==> src/rtl/bf16_pkg.sv <==
// Shared definitions for the bfloat16 adder normalization stage.
//   BF16_EXP_W / BF16_MANT_W : bf16 field widths
//   SUM_W                    : raw significand sum width {carry, hidden, mant[6:0], guard, sticky}
//   EXP_MAX                  : all-ones exponent (inf/NaN)
//   norm_state_e             : normalization FSM states
//   bf16_t                   : packed bf16 word {sign, exp, mant}
package bf16_pkg;

  localparam int unsigned BF16_EXP_W  = 8;
  localparam int unsigned BF16_MANT_W = 7;
  localparam int unsigned SUM_W       = 11;
  localparam logic [BF16_EXP_W-1:0] EXP_MAX = 8'hFF;

  typedef enum logic [1:0] {
    StIdle,
    StNorm,
    StRound,
    StHold
  } norm_state_e;

  typedef struct packed {
    logic                   sign;
    logic [BF16_EXP_W-1:0]  exp;
    logic [BF16_MANT_W-1:0] mant;
  } bf16_t;

endpackage

==> src/rtl/bf16_normalize_if.sv <==
// Handshake bundle for bf16_normalize.
//   Input side : in_valid/in_ready with in_sign, in_exp, in_sum
//   Output side: out_valid/out_ready with out_data, out_ovf, out_uf
//   master = producer/consumer environment, slave = the normalize stage.
interface bf16_normalize_if;
  import bf16_pkg::*;

  logic                  in_valid;
  logic                  in_ready;
  logic                  in_sign;
  logic [BF16_EXP_W-1:0] in_exp;
  logic [SUM_W-1:0]      in_sum;
  logic                  out_valid;
  logic                  out_ready;
  logic [15:0]           out_data;
  logic                  out_ovf;
  logic                  out_uf;

  modport master (
    output in_valid, in_sign, in_exp, in_sum, out_ready,
    input  in_ready, out_valid, out_data, out_ovf, out_uf
  );

  modport slave (
    input  in_valid, in_sign, in_exp, in_sum, out_ready,
    output in_ready, out_valid, out_data, out_ovf, out_uf
  );

endinterface

==> src/rtl/bf16_round.sv <==
// Combinational round-to-nearest-even and pack.
//   sig_i    : normalized significand (hidden bit at [9], mant [8:2], guard [1], sticky [0])
//   exp_i    : 9-bit biased exponent
//   sign_i   : result sign
//   sticky_i : OR of bits shifted out during normalization
//   data_o   : packed bf16 result, saturated to infinity on overflow
//   ovf_o    : result exponent reached 255 after rounding
module bf16_round
  import bf16_pkg::*;
(
  input  logic [SUM_W-1:0] sig_i,
  input  logic [8:0]       exp_i,
  input  logic             sign_i,
  input  logic             sticky_i,
  output logic [15:0]      data_o,
  output logic             ovf_o
);

  logic                 lsb;
  logic                 guard;
  logic                 sticky_all;
  logic                 round_up;
  logic [BF16_MANT_W:0] mant_inc;
  logic [8:0]           exp_rnd;
  bf16_t                res;
  logic                 unused_sig;

  // Carry and hidden bits are already resolved by the normalizer.
  assign unused_sig = ^sig_i[10:9];

  always_comb begin
    lsb        = sig_i[2];
    guard      = sig_i[1];
    sticky_all = sig_i[0] | sticky_i;
    round_up   = guard & (sticky_all | lsb);
    // A carry out of the 7-bit mantissa leaves mant_inc[6:0] at zero already.
    mant_inc   = {1'b0, sig_i[8:2]} + {{BF16_MANT_W{1'b0}}, round_up};
    exp_rnd    = exp_i + {8'd0, mant_inc[BF16_MANT_W]};
    res.sign   = sign_i;
    res.exp    = exp_rnd[7:0];
    res.mant   = mant_inc[BF16_MANT_W-1:0];
    ovf_o      = 1'b0;
    if (exp_rnd >= {1'b0, EXP_MAX}) begin
      res.exp  = EXP_MAX;
      res.mant = '0;
      ovf_o    = 1'b1;
    end
    data_o = res;
  end

endmodule

==> src/rtl/bf16_normalize.sv <==
// Post-add normalization and rounding stage of the bf16 adder.
//   clk, rst : clock and synchronous active-high reset
//   bus      : slave side of bf16_normalize_if (input word in, packed bf16 + flags out)
// One operation in flight: IDLE accepts, NORM shifts one bit per cycle, ROUND registers
// the packed result, HOLD presents it until out_ready.
module bf16_normalize
  import bf16_pkg::*;
(
  input  logic             clk,
  input  logic             rst,
  bf16_normalize_if.slave  bus
);

  norm_state_e      state_q, state_d;
  logic [SUM_W-1:0] sig_q, sig_d;
  logic [8:0]       exp_q, exp_d;
  logic             sign_q, sign_d;
  logic             sticky_q, sticky_d;
  // Bypass covers specials, exact zero and underflow flush: result is fixed, no rounding.
  logic             bypass_q, bypass_d;
  logic [15:0]      byp_data_q, byp_data_d;
  logic             uf_q, uf_d;
  logic [15:0]      out_data_q, out_data_d;
  logic             out_ovf_q, out_ovf_d;
  logic             out_uf_q, out_uf_d;

  logic [15:0]      rnd_data;
  logic             rnd_ovf;

  bf16_round u_round (
    .sig_i    (sig_q),
    .exp_i    (exp_q),
    .sign_i   (sign_q),
    .sticky_i (sticky_q),
    .data_o   (rnd_data),
    .ovf_o    (rnd_ovf)
  );

  always_comb begin
    state_d    = state_q;
    sig_d      = sig_q;
    exp_d      = exp_q;
    sign_d     = sign_q;
    sticky_d   = sticky_q;
    bypass_d   = bypass_q;
    byp_data_d = byp_data_q;
    uf_d       = uf_q;
    out_data_d = out_data_q;
    out_ovf_d  = out_ovf_q;
    out_uf_d   = out_uf_q;

    unique case (state_q)
      StIdle: begin
        if (bus.in_valid) begin
          sign_d     = bus.in_sign;
          exp_d      = {1'b0, bus.in_exp};
          sig_d      = bus.in_sum;
          sticky_d   = bus.in_sum[0];
          bypass_d   = 1'b0;
          uf_d       = 1'b0;
          byp_data_d = '0;
          if (bus.in_exp == EXP_MAX) begin
            bypass_d   = 1'b1;
            byp_data_d = {bus.in_sign, EXP_MAX, bus.in_sum[8:2]};
            state_d    = StRound;
          end else if (bus.in_sum == '0) begin
            bypass_d   = 1'b1;
            byp_data_d = {bus.in_sign, 15'h0};
            state_d    = StRound;
          end else begin
            state_d = StNorm;
          end
        end
      end
      StNorm: begin
        if (sig_q[10]) begin
          sig_d    = {1'b0, sig_q[10:1]};
          sticky_d = sticky_q | sig_q[0];
          exp_d    = exp_q + 9'd1;
          state_d  = StRound;
        end else if (sig_q[9]) begin
          state_d = StRound;
        end else if (exp_q <= 9'd1) begin
          // Next shift would need a denormal; flush. Exponent 0 only arises from a
          // degenerate capture and is flushed too rather than wrapping.
          bypass_d   = 1'b1;
          uf_d       = 1'b1;
          byp_data_d = {sign_q, 15'h0};
          state_d    = StRound;
        end else begin
          sig_d = {sig_q[9:0], 1'b0};
          exp_d = exp_q - 9'd1;
        end
      end
      StRound: begin
        if (bypass_q) begin
          out_data_d = byp_data_q;
          out_ovf_d  = 1'b0;
          out_uf_d   = uf_q;
        end else begin
          out_data_d = rnd_data;
          out_ovf_d  = rnd_ovf;
          out_uf_d   = 1'b0;
        end
        state_d = StHold;
      end
      StHold: begin
        if (bus.out_ready) begin
          state_d = StIdle;
        end
      end
      default: state_d = StIdle;
    endcase
  end

  always_ff @(posedge clk) begin
    if (rst) begin
      state_q    <= StIdle;
      sig_q      <= '0;
      exp_q      <= '0;
      sign_q     <= 1'b0;
      sticky_q   <= 1'b0;
      bypass_q   <= 1'b0;
      byp_data_q <= '0;
      uf_q       <= 1'b0;
      out_data_q <= '0;
      out_ovf_q  <= 1'b0;
      out_uf_q   <= 1'b0;
    end else begin
      state_q    <= state_d;
      sig_q      <= sig_d;
      exp_q      <= exp_d;
      sign_q     <= sign_d;
      sticky_q   <= sticky_d;
      bypass_q   <= bypass_d;
      byp_data_q <= byp_data_d;
      uf_q       <= uf_d;
      out_data_q <= out_data_d;
      out_ovf_q  <= out_ovf_d;
      out_uf_q   <= out_uf_d;
    end
  end

  assign bus.in_ready  = (state_q == StIdle);
  assign bus.out_valid = (state_q == StHold);
  assign bus.out_data  = out_data_q;
  assign bus.out_ovf   = out_ovf_q;
  assign bus.out_uf    = out_uf_q;

endmodule

==> src/flat_wrapper.sv <==
// flat-port wrapper written by rule: the top's interface ports become plain ports
module bf16_normalize_flat import bf16_pkg::*;
  (clk, rst, bus_in_valid, bus_in_sign, bus_in_exp, bus_in_sum, bus_out_ready, bus_in_ready, bus_out_valid, bus_out_data, bus_out_ovf, bus_out_uf);
  bf16_normalize_if bus_i ();
  input  logic clk;
  input  logic rst;
  input wire logic [$bits(bus_i.in_valid)-1:0] bus_in_valid;
  input wire logic [$bits(bus_i.in_sign)-1:0] bus_in_sign;
  input wire logic [$bits(bus_i.in_exp)-1:0] bus_in_exp;
  input wire logic [$bits(bus_i.in_sum)-1:0] bus_in_sum;
  input wire logic [$bits(bus_i.out_ready)-1:0] bus_out_ready;
  output wire logic [$bits(bus_i.in_ready)-1:0] bus_in_ready;
  output wire logic [$bits(bus_i.out_valid)-1:0] bus_out_valid;
  output wire logic [$bits(bus_i.out_data)-1:0] bus_out_data;
  output wire logic [$bits(bus_i.out_ovf)-1:0] bus_out_ovf;
  output wire logic [$bits(bus_i.out_uf)-1:0] bus_out_uf;
  assign bus_i.in_valid = bus_in_valid;
  assign bus_i.in_sign = bus_in_sign;
  assign bus_i.in_exp = bus_in_exp;
  assign bus_i.in_sum = bus_in_sum;
  assign bus_i.out_ready = bus_out_ready;
  assign bus_in_ready = bus_i.in_ready;
  assign bus_out_valid = bus_i.out_valid;
  assign bus_out_data = bus_i.out_data;
  assign bus_out_ovf = bus_i.out_ovf;
  assign bus_out_uf = bus_i.out_uf;
  bf16_normalize u_core (.clk(clk), .rst(rst), .bus(bus_i));
endmodule
==> config.mk <==
export PLATFORM = sky130hd
export DESIGN_NAME = bf16_normalize_flat
export DESIGN_NICKNAME = d
export VERILOG_FILES = /design/src/rtl/bf16_pkg.sv /design/src/rtl/bf16_normalize_if.sv /design/src/rtl/bf16_round.sv /design/src/rtl/bf16_normalize.sv /design/src/flat_wrapper.sv
export SDC_FILE = /design/constraint.sdc
export NUM_CORES = 1
export LEC_CHECK = 0
export CORE_ASPECT_RATIO = 1.2
export CORE_MARGIN = 1
export CORE_UTILIZATION = 40
export DETAILED_ROUTE_END_ITERATION = 10
export GPL_ROUTABILITY_DRIVEN = 0
export GPL_TIMING_DRIVEN = 0
export SLEW_MARGIN = 20
export SYNTH_ARGS = -nofsm -noshare
export SYNTH_HDL_FRONTEND = slang
export SYNTH_SLANG_ARGS = --single-unit
==> constraint.sdc <==
create_clock -name clk -period 4.1 [get_ports clk]
set_clock_uncertainty 0.1 [all_clocks]
set_input_delay 0.615 -clock clk [delete_from_list [all_inputs] [get_ports clk]]
set_output_delay 0.615 -clock clk [all_outputs]
set_load 0.01 [all_outputs]
### Word level (Yosys, flattened, before mapping)

Index checks and enable logic that the tools add are counted.

* add/subtract/negate cells: 4
* multipliers: 0
* divide/modulo/power cells: 0
* order comparisons: 2
* eq/ne operators: 13
* shifts and indexed selects: 0
* muxes and demuxes: 42
* bitwise gates (word level): 3
* reductions and logical operators: 9

Operator list (count)
* $mux W16: 7
* $mux W9: 4
* $mux W11: 3
* $pmux W16 S2: 1
* $pmux W11 S2: 1
* $pmux W9 S2: 1
* $mux W15: 1
* $mux W2: 7
* $mux W1: 12
* $logic_not A11 Y1: 1
* $mux W10: 1
* $add A9 B1 Y9: 1
* $add A9 B1 Y9 const B: 1
* $ge A9 B8 Y1 const B: 1
* $le A9 B1 Y1 const B: 1
* $sub A9 B1 Y9 const B: 1
* $add A7 B1 Y8: 1
* $eq A8 B8 Y1 const B: 1
* $ne A2 B2 Y1 const B: 4
* $pmux W2 S4: 1
* $ne A3 B2 Y1 const B: 2
* $pmux W1 S2: 3
* $reduce_and A3 Y1: 2
* $reduce_and A5 Y1: 1
* other kinds (10): 14

* flip-flop bits (word level): 60
* latch bits: 0
* memory bits (writable): 0
* memory bits (read-only): 0
* bits of input ports: 24
* memories kept: 0

### Logic depth before layout (Yosys ltp)

Gate-level depths: netlist (run 1).

* depth in word-level cells: 8
* gate-level depth with buffers: 10

### By module

Synthesis (run 1) repeated with hierarchy kept, for this count alone.

* cells, all modules: 402
* area total of the unflattened synthesis: 3276.9 um^2

By module, submodules not included
* bf16_normalize: times used 1, cells an instance 334, area an instance 2796.4 um^2
* bf16_round: times used 1, cells an instance 68, area an instance 480.5 um^2

### Worst setup path before layout (run 1)

Ideal clock, no wire load.

* path kind: register -> register
* from: reg u_core.sig_q[5]
* to: reg u_core.out_data_q[6] (netlist: u_core.bus.out_data[6])
* arrival time: 1.986 ns
* required time: 3.884 ns
* setup slack: 1.897 ns
* cell stages (with the launch flop): 11
* buffers on the path: 1
* clock period less this slack: 2.203 ns
* cell sequence: dfxtp_1 -> and3_1 -> nand2_1 -> nor2_1 -> ha_1 -> ha_1 -> nand3_2 -> o31ai_2 -> nor2_1 -> buf_4 -> a41o_1

* cells in the longest elaborated chain, start to end: 5

RTL lines
* start: declaration: line bf16_normalize.sv:15 `logic [SUM_W-1:0] sig_q, sig_d;`
* start signal: assignment: line bf16_normalize.sv:131 `sig_q <= sig_d;`
* $add A7 B1 Y8 *: line bf16_round.sv:37 `mant_inc = {1'b0, sig_i[8:2]} + {{BF16_MANT_W{1'b0}}, round_up};`
* $add A9 B1 Y9: line bf16_round.sv:38 `exp_rnd = exp_i + {8'd0, mant_inc[BF16_MANT_W]};`
* $ge A9 B8 Y1: line bf16_round.sv:43 `if (exp_rnd >= {1'b0, EXP_MAX}) begin`
* $mux W15 *: line bf16_round.sv:43
* $mux W16 *: line bf16_normalize.sv:96 `if (bypass_q) begin`
* end signal: assignment: line bf16_normalize.sv:138 `out_data_q <= out_data_d;`
* end: declaration: line bf16_normalize.sv:23 `logic [15:0] out_data_q, out_data_d;`

Mark *: on every way between the ends. The rest lies on a longest branch, timed or not.
A chain may end at the register's enable or synchronous reset.

### Final worst setup path (run 1)

* from: reg u_core.sig_q[4]
* to: reg u_core.out_data_q[9] (netlist: u_core.bus.out_data[9])

* cells in the longest elaborated chain, start to end: 5

RTL lines (line)
* $add A7 B1 Y8 *: bf16_round.sv:37
* $add A9 B1 Y9 *: bf16_round.sv:38
* $ge A9 B8 Y1: bf16_round.sv:43
* $mux W15 *: bf16_round.sv:43
* $mux W16 *: bf16_normalize.sv:96

Marks and branches as above.

==> flow_summary_export.csv, run 1 <==
group,metric,value,unit
setup_path,end_kind,"flop",
power_and_ir_drop,p_int,1.45,mW
synthesis,ys_warn_count,0,
finish,nets,487,
flow_run,drv_cap,0,
power_and_ir_drop,switching_share,49.3,%
finish,n_antenna_cell,0,
grt,grt_max_degree,20,
floorplanning,start_util,41.9,%
power_and_ir_drop,p_comb_share,59.5,%
clock_network,cts_buffer_depth,2,
drt,drc,0,
synthesis,ys_top_cells_by_area,"dfxtp_1, a21oi_1, nand2_1",
drt,routed_via_density,6.01,
setup_path,crit_arrival,2.91,ns
clock_network,cts_tree,"done",
finish,final_cells,568,
timing,post-route-min-period,2.84,ns
synthesis,ys_ff_latch,53,
worst_hold_path,worstHoldStart,"u_core.bus.out_data[13]$_SDFFE_PP0P_",
finish,syn2layout_area_growth,19.1,%
synthesis,netlist_area,0.00346,mm2
synthesis,postSynthNetCount,438,
synthesis,yosys.area.top_type,"dfxtp_1",
drt,wl_per_cell,18.6,um
grt,grt_first_pass_wirelength,17200,um
power_and_ir_drop,powerDensity,695,mW/mm2
power_and_ir_drop,p_leak,1.42,nW
synthesis,synth-seq-area-share,30.7,%
drt,firstDrtPassIters,4,
timing,drv_slew,0,
timing,worst_pin_slew,0.761,ns
setup_path,cp-start-kind,"flop",
power_and_ir_drop,p_sw,1.41,mW
worst_hold_path,min_path_type,"reg -> reg",
setup_path,crit_type,"reg -> reg",
drt,ant_nets,0,
setup_path,rr_startpoint,"u_core.sig_q[4]$_SDFFE_PP0P_",
synthesis,synth-main-ff-cell,"dfxtp_1",
clock_network,cts_root_buf,"clkbuf_8",
timing,period_share,69.2,%
grt,grt_util_all_layers,24.4,%
drt,vias,3415,
timing,hold_ws,0.367,ns
power_and_ir_drop,p_seq_share,28.9,%
drt,drt_first_iter_violations,236,
finish,final_cell_mix,"dfxtp_1, clkdlybuf4s50_1, a21oi_1",
power_and_ir_drop,clkPwrFrac,11.7,%
grt,grt_pass1_vias,3379,
synthesis,synth_top_area_share,30.7,%
setup_path,cp-startpoint,"u_core.sig_q[4]$_SDFFE_PP0P_",
floorplanning,core,0.00824,mm2
drt,wl,10500,um
clock_network,path_clk_slew,0.11,ns
timing,maxSlewHeadroom,48.9,%
setup_path,cp.required,4.17,ns
power_and_ir_drop,vdd_drop_max,0.290,mV
floorplanning,dieArea,0.00902,mm2
timing,setup_viol,0,
clock_network,cts_sinks,53,
grt,antenna_found_initial,0,
floorplanning,fp.dieW,86.9,um
placed_design,dp.cells,560,
clock_network,cts-resized-gates,0,
synthesis,ys_types,73,
synthesis,avgSynthCellArea,8.56,um2
finish,final.fill_count,845,
setup_path,r2r_setup_slack,1.26,ns
placed_design,io_buffers,42,
setup_path,r2r-end,"u_core.bus.out_data[9]$_SDFFE_PP0P_",
floorplanning,die_h,104,um
finish,drive_gt1_share,12.8,%
synthesis,syn_inst,404,
floorplanning,pin_count,44,
clock_network,post_cts.repair.setup_buffers,0,
timing,fin_tns_setup,0,ns
setup_path,path_max_fanout,10,
clock_network,ctsHoldBuffers,0,
clock_network,cts-buffers-inserted,5,
status,run_status,"finished, final reports clean",
synthesis,synth-edff-count,0,
timing,rsz0062_at_grt,"no",
timing,fmaxAchievable,0.353,GHz
synthesis,synth-async-reset-ratio,0,%
finish,final_common_cell,"dfxtp_1",
grt,grt_remaining_overflow,0,
clock_network,cts_max_level,2,
placed_design,dp_hpwl,7880,um
clock_network,clk_latency,0.32,ns
timing,hold_violations,0,
setup_path,crit_end,"u_core.bus.out_data[9]$_SDFFE_PP0P_",
floorplanning,row_count,36,
setup_path,r2r_cells,9,
[worst max-delay path: stages, from the launching register on]
cell	delay (ns)
dfxtp_1	0.51
nand4_1	0.26
nor2_1	0.25
ha_1	0.23
ha_1	0.21
nand3_2	0.17
o21a_1	0.27
nor2_1	0.33
buf_4	0.26
a311oi_1	0.10
[stage by stage]
stage,area (um2),worst slack [ns],total power [mW],util [%]
global route,4120,1.10,3.05,50.0
CTS,4120,1.34,2.85,50.0
finish,4120,1.26,2.86,50.0
detailed placement,4020,1.36,2.51,48.8
floorplan,3460,1.90,2.06,-
global placement,4020,1.34,2.50,48.8
[power groups by stage]
stage          Sequential [mW]  Clock [mW]  Combinational (mW)
2_1_floorplan            0.789           0                1.27
3_3_place_gp             0.834           0                1.67
3_5_place_dp             0.834           0                1.68
4_1_cts                  0.822       0.345                1.69
5_1_grt                  0.847       0.358                1.85
6_report                 0.826       0.334                1.70
[state kept, by name, indices dropped and copies added, names as in the netlist]
signal / cells
u_core.sign_q: 1
u_core.bypass_q: 1
u_core.exp_q: 9
u_core.state_q: 2
u_core.sticky_q: 1
u_core.bus.out_data: 16
u_core.uf_q: 1
u_core.sig_q: 11
u_core.byp_data_q: 9
u_core.bus.out_ovf: 1
u_core.bus.out_uf: 1
[worst min-delay path by stage]
| stage | to | slack [ns] | cells past startpoint |
|---|---|---|---|
| 2_1_floorplan | u_core.sign_q$_SDFFE_PP0P_ | 0.35 | 2 |
| 3_3_place_gp | u_core.bus.out_data[13]$_SDFFE_PP0P_ | 0.35 | 2 |
| 3_5_place_dp | u_core.bus.out_data[13]$_SDFFE_PP0P_ | 0.35 | 2 |
| 4_1_cts | u_core.bus.out_data[13]$_SDFFE_PP0P_ | 0.37 | 2 |
| 5_1_grt | u_core.bus.out_data[12]$_SDFFE_PP0P_ | 0.38 | 2 |
| 6_report | u_core.bus.out_data[13]$_SDFFE_PP0P_ | 0.37 | 2 |
[cells by family (layout without fill, tap and decap cells)]
| logic type | count (synthesis) | after routing | share of synthesized area [%] |
|---|---|---|---|
| multiplexers | 7 | 7 | 2.03 |
| buffers and inverters | 48 | 98 | 6.37 |
| adder cells (fa/ha/maj) | 10 | 10 | 3.62 |
| AND/OR/NAND/NOR | 136 | 136 | 22.1 |
| XOR/XNOR | 10 | 10 | 2.53 |
| AO/OA/AOI/OAI | 140 | 140 | 32.6 |
| flip-flops | 53 | 53 | 30.7 |
[area by class of cell]
| type | instances | area, um2 | share of cell area (%) |
|---|---|---|---|
| Multi-Input combinational cell | 303 | 2180 | 52.8 |
| Clock buffer | 5 | 68.8 | 1.67 |
| Timing Repair Buffer | 42 | 420 | 10.2 |
| Buffer | 31 | 156 | 3.80 |
| Inverter | 17 | 63.8 | 1.55 |
| Clock inverter | 3 | 28.8 | 0.699 |
| Tap cell | 114 | 143 | 3.46 |
| Sequential cell | 53 | 1060 | 25.8 |
[routing by layer]
layer	global-route usage [%]	routed length (um)	vias to the layer above
li1	-	-	1640
met1	30.7	4540	1652
met2	41.5	5250	108
met3	3.51	544	15
met4	8.57	209	0
met5	0	0	-
[Yosys cell counts, types with 3 or more instances]
master and count:
a311oi_1 8, a21oi_1 39, nor3_1 8, a211oi_2 9, or2_2 3, o21ai_0 3, buf_2 5, nor3_2 3
or2_1 3, nor2_1 14, inv_1 16, xnor2_1 7, or4_1 3, a41o_1 7, nand3_1 14, a221oi_1 6
o21ai_1 11, o21a_1 4, nand2_1 38, clkbuf_1 16, a211oi_1 3, dfxtp_1 53, a221oi_2 8, xor2_1 3
nand4_1 9, ha_1 10, nand2b_1 3, a31oi_1 6, a22oi_1 3, o32ai_1 4, mux2i_1 7, and3_1 10
nor2b_1 9, buf_4 7
Power figures use the tool's default switching activity.
==> run 2: changes to the inputs <==
==> constraint.sdc (replaced) <==
create_clock -name clk -period 2.5 [get_ports clk]
set_clock_uncertainty 0.1 [all_clocks]
set_input_delay 0.375 -clock clk [delete_from_list [all_inputs] [get_ports clk]]
set_output_delay 0.375 -clock clk [all_outputs]
set_load 0.01 [all_outputs]
==> run 2 against run 1 <==
Wire length about the same. Sequential share of layout area shrank 0.32 points. Combinational power rose by 67%. Register-to-register slack worse by 1.1 ns. Worst hold slack improved by 0.0016 ns. Power grew 66%. Cell count rose by 0.53%. Die area unchanged. Clock power increased by 64%. First-iteration DRC count decreased by 13%. Sequential power up 67%. Global-route usage increased by 0.13 points.
==> flow_summary_export.csv, run 2 (same netlist as run 1, synthesis figures left out) <==
group,metric,value,unit
status,run_status,"finished, final reports clean",
setup_path,crit_buf_inv,0,
drt,firstDrtPassIters,5,
setup_path,crit_arrival,2.46,ns
timing,post-route-min-period,2.37,ns
clock_network,cts-buffers-inserted,5,
placed_design,io_buffers,42,
timing,drv_slew,0,
finish,fin_util,51.1,%
setup_path,crit_type,"reg -> reg",
setup_path,crit_path_cell_trace,"and3_1 > nand2_1 > nor2_2 > ha_1 > ha_2 > nand3_4 > o21a_2 > o41ai_1 > a21oi_1",
power_and_ir_drop,p_leak,1.45,nW
finish,nets,490,
drt,vias,3452,
setup_path,cp.required,2.59,ns
clock_network,ctsHoldBuffers,0,
drt,ant_nets,0,
floorplanning,row_count,36,
timing,setup_viol,0,
timing,fin_tns_setup,0,ns
setup_path,slowest_stage,"dfxtp_2",
finish,final_common_cell,"dfxtp_1",
setup_path,cp-start-kind,"flop",
worst_hold_path,min_path_type,"reg -> reg",
timing,worst_pin_slew,0.812,ns
clock_network,cts_root_buf,"clkbuf_8",
grt,grt_max_degree,20,
setup_path,path_max_fanout,7,
timing,rsz0062_at_grt,"no",
floorplanning,die_h,104,um
clock_network,cts_max_level,2,
floorplanning,core,0.00824,mm2
drt,drt_first_iter_violations,205,
finish,drive_gt1_share,16.8,%
flow_run,drv_cap,0,
drt,wl_per_cell,18.4,um
drt,routed_via_density,6.05,
finish,regArea,0.00107,mm2
finish,final.fill_count,836,
clock_network,clk_latency,0.32,ns
floorplanning,pin_count,44,
timing,period_share,94.9,%
power_and_ir_drop,powerDensity,1130,mW/mm2
clock_network,cts_buffer_depth,2,
finish,multi_input_area,0.00222,mm2
drt,drc,0,
timing,hold_violations,0,
clock_network,path_clk_slew,0.11,ns
floorplanning,start_util,41.9,%
clock_network,cts_tree,"done",
placed_design,dp.cells,560,
clock_network,cts_sinks,53,
finish,largest_register_ffs,16,
setup_path,max_stage_delay,0.41,ns
setup_path,end_kind,"flop",
floorplanning,dieArea,0.00902,mm2
grt,grt_remaining_overflow,0,
setup_path,critPathTopFamily,"compound AO/OA/AOI/OAI gates",
timing,fmaxAchievable,0.421,GHz
timing,maxSlewHeadroom,45.9,%
grt,grt_first_pass_wirelength,17300,um
grt,antenna_found_initial,0,
placed_design,dp_hpwl,7880,um
floorplanning,fp.dieW,86.9,um
finish,final_cells,571,
finish,final_cell_mix,"dfxtp_1, clkdlybuf4s50_1, a21oi_1",
finish,n_antenna_cell,0,
finish,syn2layout_area_growth,21.9,%
drt,wl,10500,um
grt,grt_util_all_layers,24.5,%
grt,grt_pass1_vias,3400,
power_and_ir_drop,vdd_drop_max,0.481,mV
[run 2: power by group]
part | internal, mW | leakage, nW | total, mW | switching (mW)
registers | 1.07 | 0.434 | 1.38 | 0.307
clock network | 0.213 | 0.0511 | 0.548 | 0.335
logic | 1.14 | 0.968 | 2.84 | 1.69
total | 2.43 | 1.45 | 4.76 | 2.34
[run 2: through the flow]
stage | worst slack [ns] | cell area (um2) | total power, mW | hold WS [ns]
global route | 0.000920 | 4210 | 5.09 | 0.376
CTS | 0.00370 | 4150 | 4.71 | 0.369
global placement | -0.213 | 4020 | 4.11 | 0.350
floorplan | 0.297 | 3460 | 3.37 | 0.349
detailed placement | -0.238 | 4020 | 4.12 | 0.353
finish | 0.127 | 4210 | 4.76 | 0.369
[run 2: what timing repair did]
action / in CTS / in global routing
pin swaps: 1 / 3
setup endpoints to repair: 15 / 24
setup buffers: 1 / 2
gates resized for setup: 10 / 17
[run 2: worst min-delay path: cells and delay by family (launching register included)]
kind | cells | cell delay [ns]
flops | 1 | 0.32
simple gates | 1 | 0.06
compound gates | 1 | 0.05
[run 2: routing by layer]
metal | track usage [%] | wire length, um | share of wire, %
met5 | 0 | 0 | 0
met4 | 9.40 | 284 | 2.7
met3 | 3.51 | 606 | 5.8
met2 | 41.2 | 5210 | 49
met1 | 31.0 | 4440 | 42
[run 2: final timing paths]
check                                            start                              endpoint  slack (ns)  depth (start not counted)
setup / recovery          u_core.sig_q[5]$_SDFFE_PP0P_  u_core.bus.out_data[12]$_SDFFE_PP0P_        0.13                          9
hold / removal    u_core.bus.out_data[13]$_SDFFE_PP0P_  u_core.bus.out_data[13]$_SDFFE_PP0P_        0.37                          2
setup reg to reg          u_core.sig_q[5]$_SDFFE_PP0P_  u_core.bus.out_data[12]$_SDFFE_PP0P_        0.13                          9
hold reg to reg   u_core.bus.out_data[13]$_SDFFE_PP0P_  u_core.bus.out_data[13]$_SDFFE_PP0P_        0.37                          2
[run 2: layout make-up]
type                            count  share of cell area [%]
Clock buffer                        5                    1.63
Clock inverter                      3                   0.683
Timing Repair Buffer               45                    10.5
Inverter                           17                    1.51
Tap cell                          114                    3.38
Sequential cell                    53                    25.4
Multi-Input combinational cell    303                    52.8
Buffer                             31                    4.04
